`config.mk`:
```
export PLATFORM = sky130hd
export DESIGN_NAME = receptor_i2c_multibyte
export DESIGN_NICKNAME = d
export VERILOG_FILES = /design/src/rtl/receptor_i2c_pkg.sv /design/src/rtl/receptor_i2c_sync.sv /design/src/rtl/receptor_i2c_multibyte.sv
export SDC_FILE = /design/constraint.sdc
export NUM_CORES = 1
export LEC_CHECK = 0
export BUFFER_PORTS_ARGS = -buffer_cell sky130_fd_sc_hd__buf_2
export CAP_MARGIN = 10
export CORE_ASPECT_RATIO = 1.25
export CORE_MARGIN = 2
export CORE_UTILIZATION = 40
export DETAILED_ROUTE_END_ITERATION = 10
export PLACE_DENSITY_LB_ADDON = 0.05
export SYNTH_ARGS = -nofsm -noshare
export SYNTH_HDL_FRONTEND = slang
export SYNTH_SLANG_ARGS = --single-unit
export TNS_END_PERCENT = 10
```
`constraint.sdc`:
```
create_clock -name clk_receptor -period 2.7 [get_ports clk_receptor]
set_clock_uncertainty 0.2 [all_clocks]
set_input_delay 0.675 -clock clk_receptor [delete_from_list [all_inputs] [get_ports clk_receptor]]
set_output_delay 0.675 -clock clk_receptor [all_outputs]
set_load 0.005 [all_outputs]
```
`src/rtl/receptor_i2c_pkg.sv`:
```
// ----------------------------------------------------------------------------
// receptor_i2c_pkg : shared state encoding and bus constants for the I2C target
// Revision: 1.0
// ----------------------------------------------------------------------------
`default_nettype none

package receptor_i2c_pkg;

    typedef enum logic [2:0] {
        IDLE      = 3'd0,
        ADDR      = 3'd1,
        ADDR_ACK  = 3'd2,
        WR_BYTE   = 3'd3,
        WR_ACK    = 3'd4,
        RD_BYTE   = 3'd5,
        RD_ACK    = 3'd6,
        WAIT_STOP = 3'd7
    } state_t;

    localparam logic [6:0] GENERAL_CALL_ADDR = 7'h00;
    localparam logic       RELEASED          = 1'b1;

endpackage

`default_nettype wire

```
`src/rtl/receptor_i2c_sync.sv`:
```
// ----------------------------------------------------------------------------
// receptor_i2c_sync : SCL/SDA synchroniser with SCL edge and START/STOP detect
// Revision: 1.0
// ----------------------------------------------------------------------------
`default_nettype none

module receptor_i2c_sync #(
    parameter int SYNC_STAGES = 2
) (
    input  logic clk,
    input  logic rst_n,
    input  logic scl_async,
    input  logic sda_async,
    output logic sda,
    output logic scl_rise,
    output logic scl_fall,
    output logic start_det,
    output logic stop_det
);

    logic [SYNC_STAGES-1:0] scl_pipe;
    logic [SYNC_STAGES-1:0] sda_pipe;
    logic                   scl_prev;
    logic                   sda_prev;
    logic                   scl;

    // Flops reset to 1 so an idle (pulled-up) bus shows no edges after reset.
    always_ff @(posedge clk or negedge rst_n) begin
        if (!rst_n) begin
            scl_pipe <= '1;
            sda_pipe <= '1;
            scl_prev <= 1'b1;
            sda_prev <= 1'b1;
        end else begin
            scl_pipe <= {scl_pipe[SYNC_STAGES-2:0], scl_async};
            sda_pipe <= {sda_pipe[SYNC_STAGES-2:0], sda_async};
            scl_prev <= scl_pipe[SYNC_STAGES-1];
            sda_prev <= sda_pipe[SYNC_STAGES-1];
        end
    end

    assign scl       = scl_pipe[SYNC_STAGES-1];
    assign sda       = sda_pipe[SYNC_STAGES-1];
    assign scl_rise  =  scl & ~scl_prev;
    assign scl_fall  = ~scl &  scl_prev;
    assign start_det =  scl &  scl_prev &  sda_prev & ~sda;
    assign stop_det  =  scl &  scl_prev & ~sda_prev &  sda;

endmodule

`default_nettype wire

```
`src/rtl/receptor_i2c_multibyte.sv`:
```
// ----------------------------------------------------------------------------
// receptor_i2c_multibyte : I2C target moving NUM_BYTES-byte write/read payloads
// Optional macro RECEPTOR_GENERAL_CALL_EN also accepts general-call writes.
// Revision: 1.0
// ----------------------------------------------------------------------------
`default_nettype none

module receptor_i2c_multibyte
    import receptor_i2c_pkg::*;
#(
    parameter int NUM_BYTES   = 2,
    parameter int SYNC_STAGES = 2
) (
    input  logic                   clk_receptor,
    input  logic                   rst_receptor,
    input  logic [6:0]             I2C_ADDR_receptor,
    input  logic                   SCL,
    input  logic                   SDA_OUT,
    input  logic                   SDA_OE,
    input  logic [8*NUM_BYTES-1:0] RD_DATA_receptor,
    output logic                   SDA_IN,
    output logic [8*NUM_BYTES-1:0] WR_DATA_receptor,
    output logic                   WR_VALID,
    output logic                   BUSY
);

    localparam int         W        = 8 * NUM_BYTES;
    localparam logic [3:0] NB_COUNT = 4'(NUM_BYTES);

    logic sda, scl_rise, scl_fall, start_det, stop_det;

    receptor_i2c_sync #(.SYNC_STAGES(SYNC_STAGES)) u_sync (
        .clk       (clk_receptor),
        .rst_n     (rst_receptor),
        .scl_async (SCL),
        .sda_async (SDA_OE ? SDA_OUT : RELEASED),
        .sda       (sda),
        .scl_rise  (scl_rise),
        .scl_fall  (scl_fall),
        .start_det (start_det),
        .stop_det  (stop_det)
    );

    state_t         state, state_nxt;
    logic [3:0]     bit_cnt, bit_cnt_nxt;
    logic [3:0]     byte_idx, byte_idx_nxt;
    logic [7:0]     shreg, shreg_nxt;
    logic           sda_drv, sda_nxt;
    logic           busy_q, busy_nxt;
    logic [W-1:0]   shadow, shadow_nxt;
    logic [W-1:0]   staging, staging_nxt;
    logic [W-1:0]   wr_data, wr_data_nxt;
    logic           wr_valid_q, wr_valid_nxt;
    logic           addr_match;

    always_comb begin
        addr_match = (shreg[7:1] == I2C_ADDR_receptor);
`ifdef RECEPTOR_GENERAL_CALL_EN
        if (shreg[7:1] == GENERAL_CALL_ADDR && !shreg[0]) addr_match = 1'b1;
`endif
    end

    always_ff @(posedge clk_receptor or negedge rst_receptor) begin
        if (!rst_receptor) begin
            state      <= IDLE;
            bit_cnt    <= '0;
            byte_idx   <= '0;
            shreg      <= '0;
            sda_drv    <= RELEASED;
            busy_q     <= 1'b0;
            shadow     <= '0;
            staging    <= '0;
            wr_data    <= '0;
            wr_valid_q <= 1'b0;
        end else begin
            state      <= state_nxt;
            bit_cnt    <= bit_cnt_nxt;
            byte_idx   <= byte_idx_nxt;
            shreg      <= shreg_nxt;
            sda_drv    <= sda_nxt;
            busy_q     <= busy_nxt;
            shadow     <= shadow_nxt;
            staging    <= staging_nxt;
            wr_data    <= wr_data_nxt;
            wr_valid_q <= wr_valid_nxt;
        end
    end

    // The shadow shifts left filling with 1s, so reads past NUM_BYTES send 0xFF.
    always_comb begin
        state_nxt    = state;
        bit_cnt_nxt  = bit_cnt;
        byte_idx_nxt = byte_idx;
        shreg_nxt    = shreg;
        sda_nxt      = sda_drv;
        busy_nxt     = busy_q;
        shadow_nxt   = shadow;
        staging_nxt  = staging;
        wr_data_nxt  = wr_data;
        wr_valid_nxt = 1'b0;
        if (start_det) begin
            state_nxt    = ADDR;
            bit_cnt_nxt  = '0;
            byte_idx_nxt = '0;
            sda_nxt      = RELEASED;
            busy_nxt     = 1'b0;
        end else if (stop_det) begin
            state_nxt   = IDLE;
            bit_cnt_nxt = '0;
            sda_nxt     = RELEASED;
            busy_nxt    = 1'b0;
        end else begin
            case (state)
                ADDR, WR_BYTE: begin
                    if (scl_rise) begin
                        shreg_nxt   = {shreg[6:0], sda};
                        bit_cnt_nxt = bit_cnt + 4'd1;
                    end else if (scl_fall && bit_cnt == 4'd8) begin
                        bit_cnt_nxt = '0;
                        if (state == ADDR) begin
                            if (addr_match) begin
                                state_nxt = ADDR_ACK;
                                sda_nxt   = 1'b0;
                                busy_nxt  = 1'b1;
                            end else begin
                                state_nxt = WAIT_STOP;
                            end
                        end else begin
                            state_nxt = WR_ACK;
                            if (byte_idx < NB_COUNT) begin
                                sda_nxt      = 1'b0;
                                staging_nxt  = W'({staging, shreg});
                                byte_idx_nxt = byte_idx + 4'd1;
                                if (byte_idx == NB_COUNT - 4'd1) begin
                                    wr_data_nxt  = W'({staging, shreg});
                                    wr_valid_nxt = 1'b1;
                                end
                            end else begin
                                byte_idx_nxt = NB_COUNT + 4'd1;
                            end
                        end
                    end
                end
                ADDR_ACK: begin
                    if (scl_fall) begin
                        byte_idx_nxt = '0;
                        if (shreg[0]) begin
                            state_nxt   = RD_BYTE;
                            sda_nxt     = RD_DATA_receptor[W-1];
                            shadow_nxt  = {RD_DATA_receptor[W-2:0], 1'b1};
                            bit_cnt_nxt = 4'd1;
                        end else begin
                            state_nxt   = WR_BYTE;
                            sda_nxt     = RELEASED;
                            bit_cnt_nxt = '0;
                        end
                    end
                end
                WR_ACK: begin
                    if (scl_fall) begin
                        sda_nxt   = RELEASED;
                        state_nxt = (byte_idx > NB_COUNT) ? WAIT_STOP : WR_BYTE;
                    end
                end
                RD_BYTE: begin
                    if (scl_fall) begin
                        if (bit_cnt == 4'd8) begin
                            state_nxt   = RD_ACK;
                            sda_nxt     = RELEASED;
                            bit_cnt_nxt = '0;
                        end else begin
                            sda_nxt     = shadow[W-1];
                            shadow_nxt  = {shadow[W-2:0], 1'b1};
                            bit_cnt_nxt = bit_cnt + 4'd1;
                        end
                    end
                end
                RD_ACK: begin
                    if (scl_rise) begin
                        shreg_nxt = {shreg[6:0], sda};
                    end else if (scl_fall) begin
                        if (!shreg[0]) begin
                            state_nxt   = RD_BYTE;
                            sda_nxt     = shadow[W-1];
                            shadow_nxt  = {shadow[W-2:0], 1'b1};
                            bit_cnt_nxt = 4'd1;
                        end else begin
                            state_nxt = WAIT_STOP;
                            sda_nxt   = RELEASED;
                        end
                    end
                end
                default: ;
            endcase
        end
    end

    assign SDA_IN           = sda_drv;
    assign WR_DATA_receptor = wr_data;
    assign WR_VALID         = wr_valid_q;
    assign BUSY             = busy_q;

endmodule

`default_nettype wire

```
==> results_dict.tcl, run 1 <==
set metrics [dict create \
    status "finished clean" \
    first_pass_iters 5 \
    critPathBufInv 1 \
    start_kind "register" \
    ys_warn_count 0 \
    synth_fp_nets 332 \
    pwr-share-comb_pct 20.9 \
    tightest_slew_ns 0.9796 \
    p_sw_share_pct 30.20 \
    required_ns 2.74 \
    synth-edff-count 0 \
    area_growth_pct 16.74 \
    insertion_delay_ns 0.35 \
    maxSlewViolCount 0 \
    yosys-top-cells-area "dfrtp_1 (44%), mux2_2 (7.2%), dfstp_2 (5.3%)" \
    synth_ff_type "dfrtp_1" \
    seqPwrFrac_pct 48.3 \
    synth_top_area_share_pct 44.40 \
    synth_top_area_cell "dfrtp_1" \
    period_share_pct 87.50 \
    cts_tree "built" \
    synthCells 299 \
    routed_via_density 5.288 \
    drt_iter0_markers 115 \
    hp-class "in -> async" \
    avgSynthCellArea_sq_um 11.50 \
    drt-total-wl_mm 7.017 \
    drc_errors 0 \
    finalHoldViolations 0 \
    ir_drop_uv 385.3 \
    clock_sinks 68 \
    hpwlAfterDp_mm 4.858 \
    max_slew_margin_pct 34.68 \
    die_w_um 86.93 \
    endpoint_kind "register" \
    path_cells "inv_1 > ha_1 > and3b_1 > nor2_1 > o31ai_2 > a2bb2oi_1 > a21bo_2" \
    clkSlewWorstSetupHoldPaths_ns 0.08 \
    routabilityCongestion 0.8274 \
    top_usage_layer "met2" \
    cap_viol_max_count 0 \
    grt_usage_pct 16.68 \
    fmax_mhz 423.3 \
    pwr-share-clk_pct 30.8 \
    r2r_cells 7 \
    power_switching_uw 909.9 \
    p_per_area_nw_per_um2 750.7 \
    ys_types 63 \
    max_stage_delay_ns 0.43 \
    regToRegStartpoint "bit_cnt[0]" \
    cts_resized 0 \
    async_reset_ff_share_pct 100.0 \
    power_mw 3.013 \
    use_met1_pct 22.12 \
    syn_area_sq_um 3438 \
    io_buffers 46 \
    r2r_slack_ns 0.34 \
    grt.overflow.total 0 \
    arrival_ns 2.40 \
    fp.dieArea_sq_um 9358 \
    synth-seq-cells 68 \
    post_cts_buffers 0 \
    die_h_um 107.7 \
    diodes 0 \
    use_met3_pct 3.298 \
    r2r_end "bit_cnt[3]" \
    antenna_found_initial 0 \
    io_pins 47 \
    crit_fanout 8 \
    period_needed_ns 2.362 \
    design.core.area_sq_um 8287 \
    met2_usage_pct 25.14 \
    finalCoreUtilization_pct 48.44 \
    fp-row-count 37 \
    htreeDepth 3 \
    rsz0062_at_grt "no" \
    numCtsBuffers 9 \
    setup-tns-final_ns 0 \
    first_global_vias 2379 \
    layout-drive-gt1-share_pct 34.37 \
    start_util_pct 41.49 \
    setup_violations 0 \
    nNetsFinal 383 \
    holdBufCountCts 0 \
    p_leak_nw 2.013 \
    path_class "reg -> reg" \
    num_vias 2390 \
    p_int_mw 2.103 \
    drt.antenna.violating_nets 0 \
    grt_max_degree 32 \
    cpMaxStageDelayCell "dfrtp_1" \
    wire_per_inst_um 15.52 \
    grt_pass1_wl_mm 11.91 \
    cp_top_family "compound AO/OA/AOI/OAI gates" \
    fillers 767 \
    yosysSeqAreaShare_pct 49.75 \
    clockBufferDepth 2 \
    cts-root-buf "clkbuf_8" \
]
placed cells by master, fill, tap and decap left out, types with 7 or more instances in the layout:
master    instances
a21oi_1           7
buf_2            46
clkbuf_8         10
mux2_2           22
o21ai_0          23
buf_4             9
dfrtp_1          61
mux2i_1          15
nor2_1           13
dfstp_2           7
mux2_4           10
nand2_1          29
nand2b_1         10
nor2b_1           7
metal layers:
| layer | share of wire (%) | vias up |
|---|---|---|
| met3 | 3.5 | 10 |
| met2 | 47 | 51 |
| met5 | 0 | - |
| met4 | 2.0 | 0 |
| met1 | 48 | 1154 |
| li1 | - | 1175 |
flip-flops by register name, indices dropped and copies added (netlist names):
name and flops:
BUSY 1, SDA_IN 1, WR_DATA_receptor 16, WR_VALID 1, bit_cnt 4, byte_idx 4
shadow 16, shreg 8, staging 8, state 3, u_sync.scl_pipe 2, u_sync.scl_prev 1
u_sync.sda_pipe 2, u_sync.sda_prev 1
kinds of logic (layout without fill, tap and decap cells):
kind of cell               after synthesis  after routing  share of synthesized area [%]
DFF                                     68             68                          49.75
AOI/OAI and AO/OA                       67             67                          13.57
and+or+nand+nor                         82             82                          13.17
muxes                                   47             47                          15.94
adders and majority gates                5              5                          1.820
buffers and inverters                   21             77                          3.239
xor gates and xnor gates                 9              9                          2.511
synthesized netlist by cell type, types with 2 or more instances:
| master | count |
|---|---|
| clkbuf_1 | 2 |
| buf_6 | 2 |
| o21a_1 | 2 |
| o21ai_0 | 24 |
| nor2b_1 | 7 |
| nand2_1 | 29 |
| o22a_1 | 2 |
| mux2_4 | 10 |
| dfrtp_1 | 61 |
| buf_2 | 10 |
| nand2b_1 | 10 |
| xor2_1 | 5 |
| dfstp_2 | 7 |
| a211oi_1 | 3 |
| ha_1 | 5 |
| o21bai_1 | 3 |
| mux2_2 | 22 |
| nand3_1 | 3 |
| inv_1 | 5 |
| a22o_1 | 2 |
| nand3b_1 | 3 |
| xnor2_1 | 3 |
| o31ai_1 | 2 |
| a21oi_1 | 7 |
| nor3_1 | 3 |
| a31oi_1 | 3 |
| nor2_1 | 13 |
| o211ai_1 | 2 |
| mux2i_1 | 15 |
area by class of cell:
type,count,area [sq um],area share (%)
flip-flops and latches,68,1710,42.61
multi-input cells,210,1628,40.55
repair buffers,56,317.8,7.918
clock buffers,12,145.1,3.616
well taps,97,121.4,3.024
clock inverters,4,72.57,1.808
inverters,5,18.77,0.4676
worst max-delay path by stage:
stage                          from         end  slack [ns]  cells after the start
6_report                 bit_cnt[0]  bit_cnt[3]        0.34                      7
5_1_grt                  bit_cnt[0]  bit_cnt[3]         0.1                      7
4_1_cts                  bit_cnt[0]   shadow[3]        0.11                      6
3_5_place_dp             bit_cnt[0]   shadow[8]        0.13                      6
3_3_place_gp             bit_cnt[0]  shadow[14]        0.22                      6
2_1_floorplan  I2C_ADDR_receptor[3]      SDA_IN        0.53                      5
metrics by stage:
stage	instance area (sq um)	hold WS (ns)	instances	setup slack (ns)
after global placement	3789	0.1457	436	0.2218
after global routing	4014	0.1231	452	0.09601
final	4014	0.1056	452	0.3375
after detailed placement	3789	0.1472	436	0.1251
after CTS	4006	0.1032	452	0.1103
after floorplan	3438	0.1452	299	0.5258
power by group through the flow:
| stage | Sequential (mW) | Clock [mW] | Combinational, mW |
|---|---|---|---|
| after floorplan | 1.39 | 0 | 0.502 |
| after global placement | 1.47 | 0 | 0.623 |
| after detailed placement | 1.47 | 0 | 0.640 |
| after CTS | 1.46 | 0.965 | 0.640 |
| after global routing | 1.50 | 1.01 | 0.720 |
| final | 1.45 | 0.928 | 0.630 |
No activity file was read; power rests on OpenSTA's default activity.
==> run 2, diff against run 1 <==
Settings changed: CORE_UTILIZATION 40 to 25.
==> results_dict.tcl, run 2 (synthesized netlist as in run 1, its figures left out) <==
set metrics [dict create \
    status "finished clean" \
    antenna_found_initial 0 \
    cpMaxStageDelayCell "dfrtp_1" \
    num_vias 2387 \
    cap_viol_max_count 0 \
    max_stage_delay_ns 0.42 \
    hpwlAfterDp_mm 5.587 \
    start_kind "register" \
    cts_tree "built" \
    routed_via_density 4.547 \
    wire_per_inst_um 15.39 \
    htreeDepth 3 \
    area_growth_pct 21.80 \
    design.core.area_sq_um 13350 \
    final_area_sq_um 4188 \
    fmax_mhz 424.8 \
    period_share_pct 87.18 \
    drt-total-wl_mm 8.079 \
    post_cts_buffers 0 \
    maxSlewViolCount 0 \
    die_w_um 108.9 \
    layout-drive-gt1-share_pct 34.75 \
    grt_max_degree 46 \
    regToRegStartpoint "bit_cnt[0]" \
    clock_sinks 68 \
    drc_errors 0 \
    finalNonFillerCells 525 \
    crit_fanout 8 \
    insertion_delay_ns 0.34 \
    first_pass_iters 5 \
    fp.dieArea_sq_um 14710 \
    nNetsFinal 382 \
    grt.overflow.total 0 \
    fp-row-count 47 \
    required_ns 2.72 \
    rsz0062_at_grt "no" \
    drt.antenna.violating_nets 0 \
    start_util_pct 25.76 \
    holdBufCountCts 0 \
    dp.cells 509 \
    layout_commonest_cell "dfrtp_1" \
    endpoint_kind "register" \
    cts-root-buf "clkbuf_16" \
    clkSlewWorstSetupHoldPaths_ns 0.06 \
    path_cells "inv_1 > ha_1 > and3b_1 > nor2_1 > o31ai_2 > a2bb2oi_1 > a21bo_2" \
    p_per_area_nw_per_um2 797.0 \
    tightest_slew_ns 0.5612 \
    path_class "reg -> reg" \
    first_global_vias 2449 \
    grt_pass1_wl_mm 13.19 \
    r2r_end "bit_cnt[3]" \
    p_leak_nw 2.049 \
    setup-tns-final_ns 0 \
    finalCoreUtilization_pct 31.37 \
    r2r_cells 7 \
    finalHoldViolations 0 \
    drt_iter0_markers 121 \
    io_buffers 46 \
    cts_resized 0 \
    numCtsBuffers 9 \
    max_slew_margin_pct 62.41 \
    post_dp_cell_area_sq_um 3876 \
    grt_usage_pct 11.83 \
    period_needed_ns 2.354 \
    r2r_slack_ns 0.35 \
    most-common-layout-cells "dfrtp_1 (61), buf_2 (45), nand2_1 (29), o21ai_0 (23), mux2_2 (22)" \
    io_pins 47 \
    arrival_ns 2.38 \
    setup_violations 0 \
    die_h_um 135.1 \
    routabilityCongestion 0.8014 \
    clockBufferDepth 2 \
    ir_drop_uv 307.3 \
    hp-class "in -> async" \
    diodes 0 \
]
[run 2: cell count changes in the layout (fill, tap and decap cells not counted)]
| cell | previous run | this run |
|---|---|---|
| inv_6 | 0 | 1 |
| clkbuf_8 | 10 | 2 |
| clkinvlp_4 | 1 | 2 |
| o21ai_2 | 1 | 2 |
| buf_2 | 46 | 45 |
| clkbuf_16 | 0 | 9 |
| clkbuf_1 | 2 | 0 |
| o21ai_4 | 1 | 0 |
| bufinv_16 | 2 | 1 |
[run 2: where the power goes]
group | switching [mW] | internal (mW) | total (mW)
sequential | 0.231 | 1.24 | 1.47
combinational | 0.312 | 0.313 | 0.625
clock | 0.470 | 0.767 | 1.24
total | 1.01 | 2.32 | 3.34
[run 2: worst max-delay path by stage]
stage                     cells after the start  slack, ns                 start          to
after global routing                          7       0.16            bit_cnt[0]  bit_cnt[3]
after global placement                        6       0.32  I2C_ADDR_receptor[3]      SDA_IN
after CTS                                     7       0.29            bit_cnt[0]  bit_cnt[3]
after detailed placement                      6       0.27  I2C_ADDR_receptor[3]      SDA_IN
final                                         7       0.35            bit_cnt[0]  bit_cnt[3]
after floorplan                               5       0.53  I2C_ADDR_receptor[3]      SDA_IN
[run 2: per-stage QoR]
stage | hold slack [ns] | total power, mW | worst slack [ns]
3_5_place_dp | 0.1473 | 2.140 | 0.2733
5_1_grt | 0.05702 | 3.553 | 0.1553
4_1_cts | 0.04551 | 3.410 | 0.2923
2_1_floorplan | 0.1452 | 1.896 | 0.5258
3_3_place_gp | 0.1457 | 2.131 | 0.3163
6_report | 0.03861 | 3.338 | 0.3461
[run 2: area by class of cell]
| type | instances | area (sq um) |
|---|---|---|
| Timing Repair Buffer | 55 | 312.8 |
| Multi-Input combinational cell | 210 | 1620 |
| Fill cell | 1384 | 9161 |
| Tap cell | 171 | 214.0 |
| Clock buffer | 11 | 252.7 |
| Sequential cell | 68 | 1710 |
| Clock inverter | 5 | 58.81 |
| Inverter | 5 | 18.77 |
[run 2: metal layers]
layer  share of wire, %  vias to the layer above  GRT usage, %
met2                 48                       45         18.18
met4                2.3                        0         6.125
met1                 46                     1152         15.60
li1                   -                     1177             -
met5                  0                        -             0
met3                3.5                       13         2.413
[run 2: worst max-delay path: cells and delay by family, from the launching register on]
kind	cells	cell delay [ns]
AO/OA/AOI/OAI	3	0.83
AND/OR/NAND/NOR	2	0.56
flip-flops	1	0.42
adder cells (fa/ha/maj)	1	0.15
buffers and inverters	1	0.08
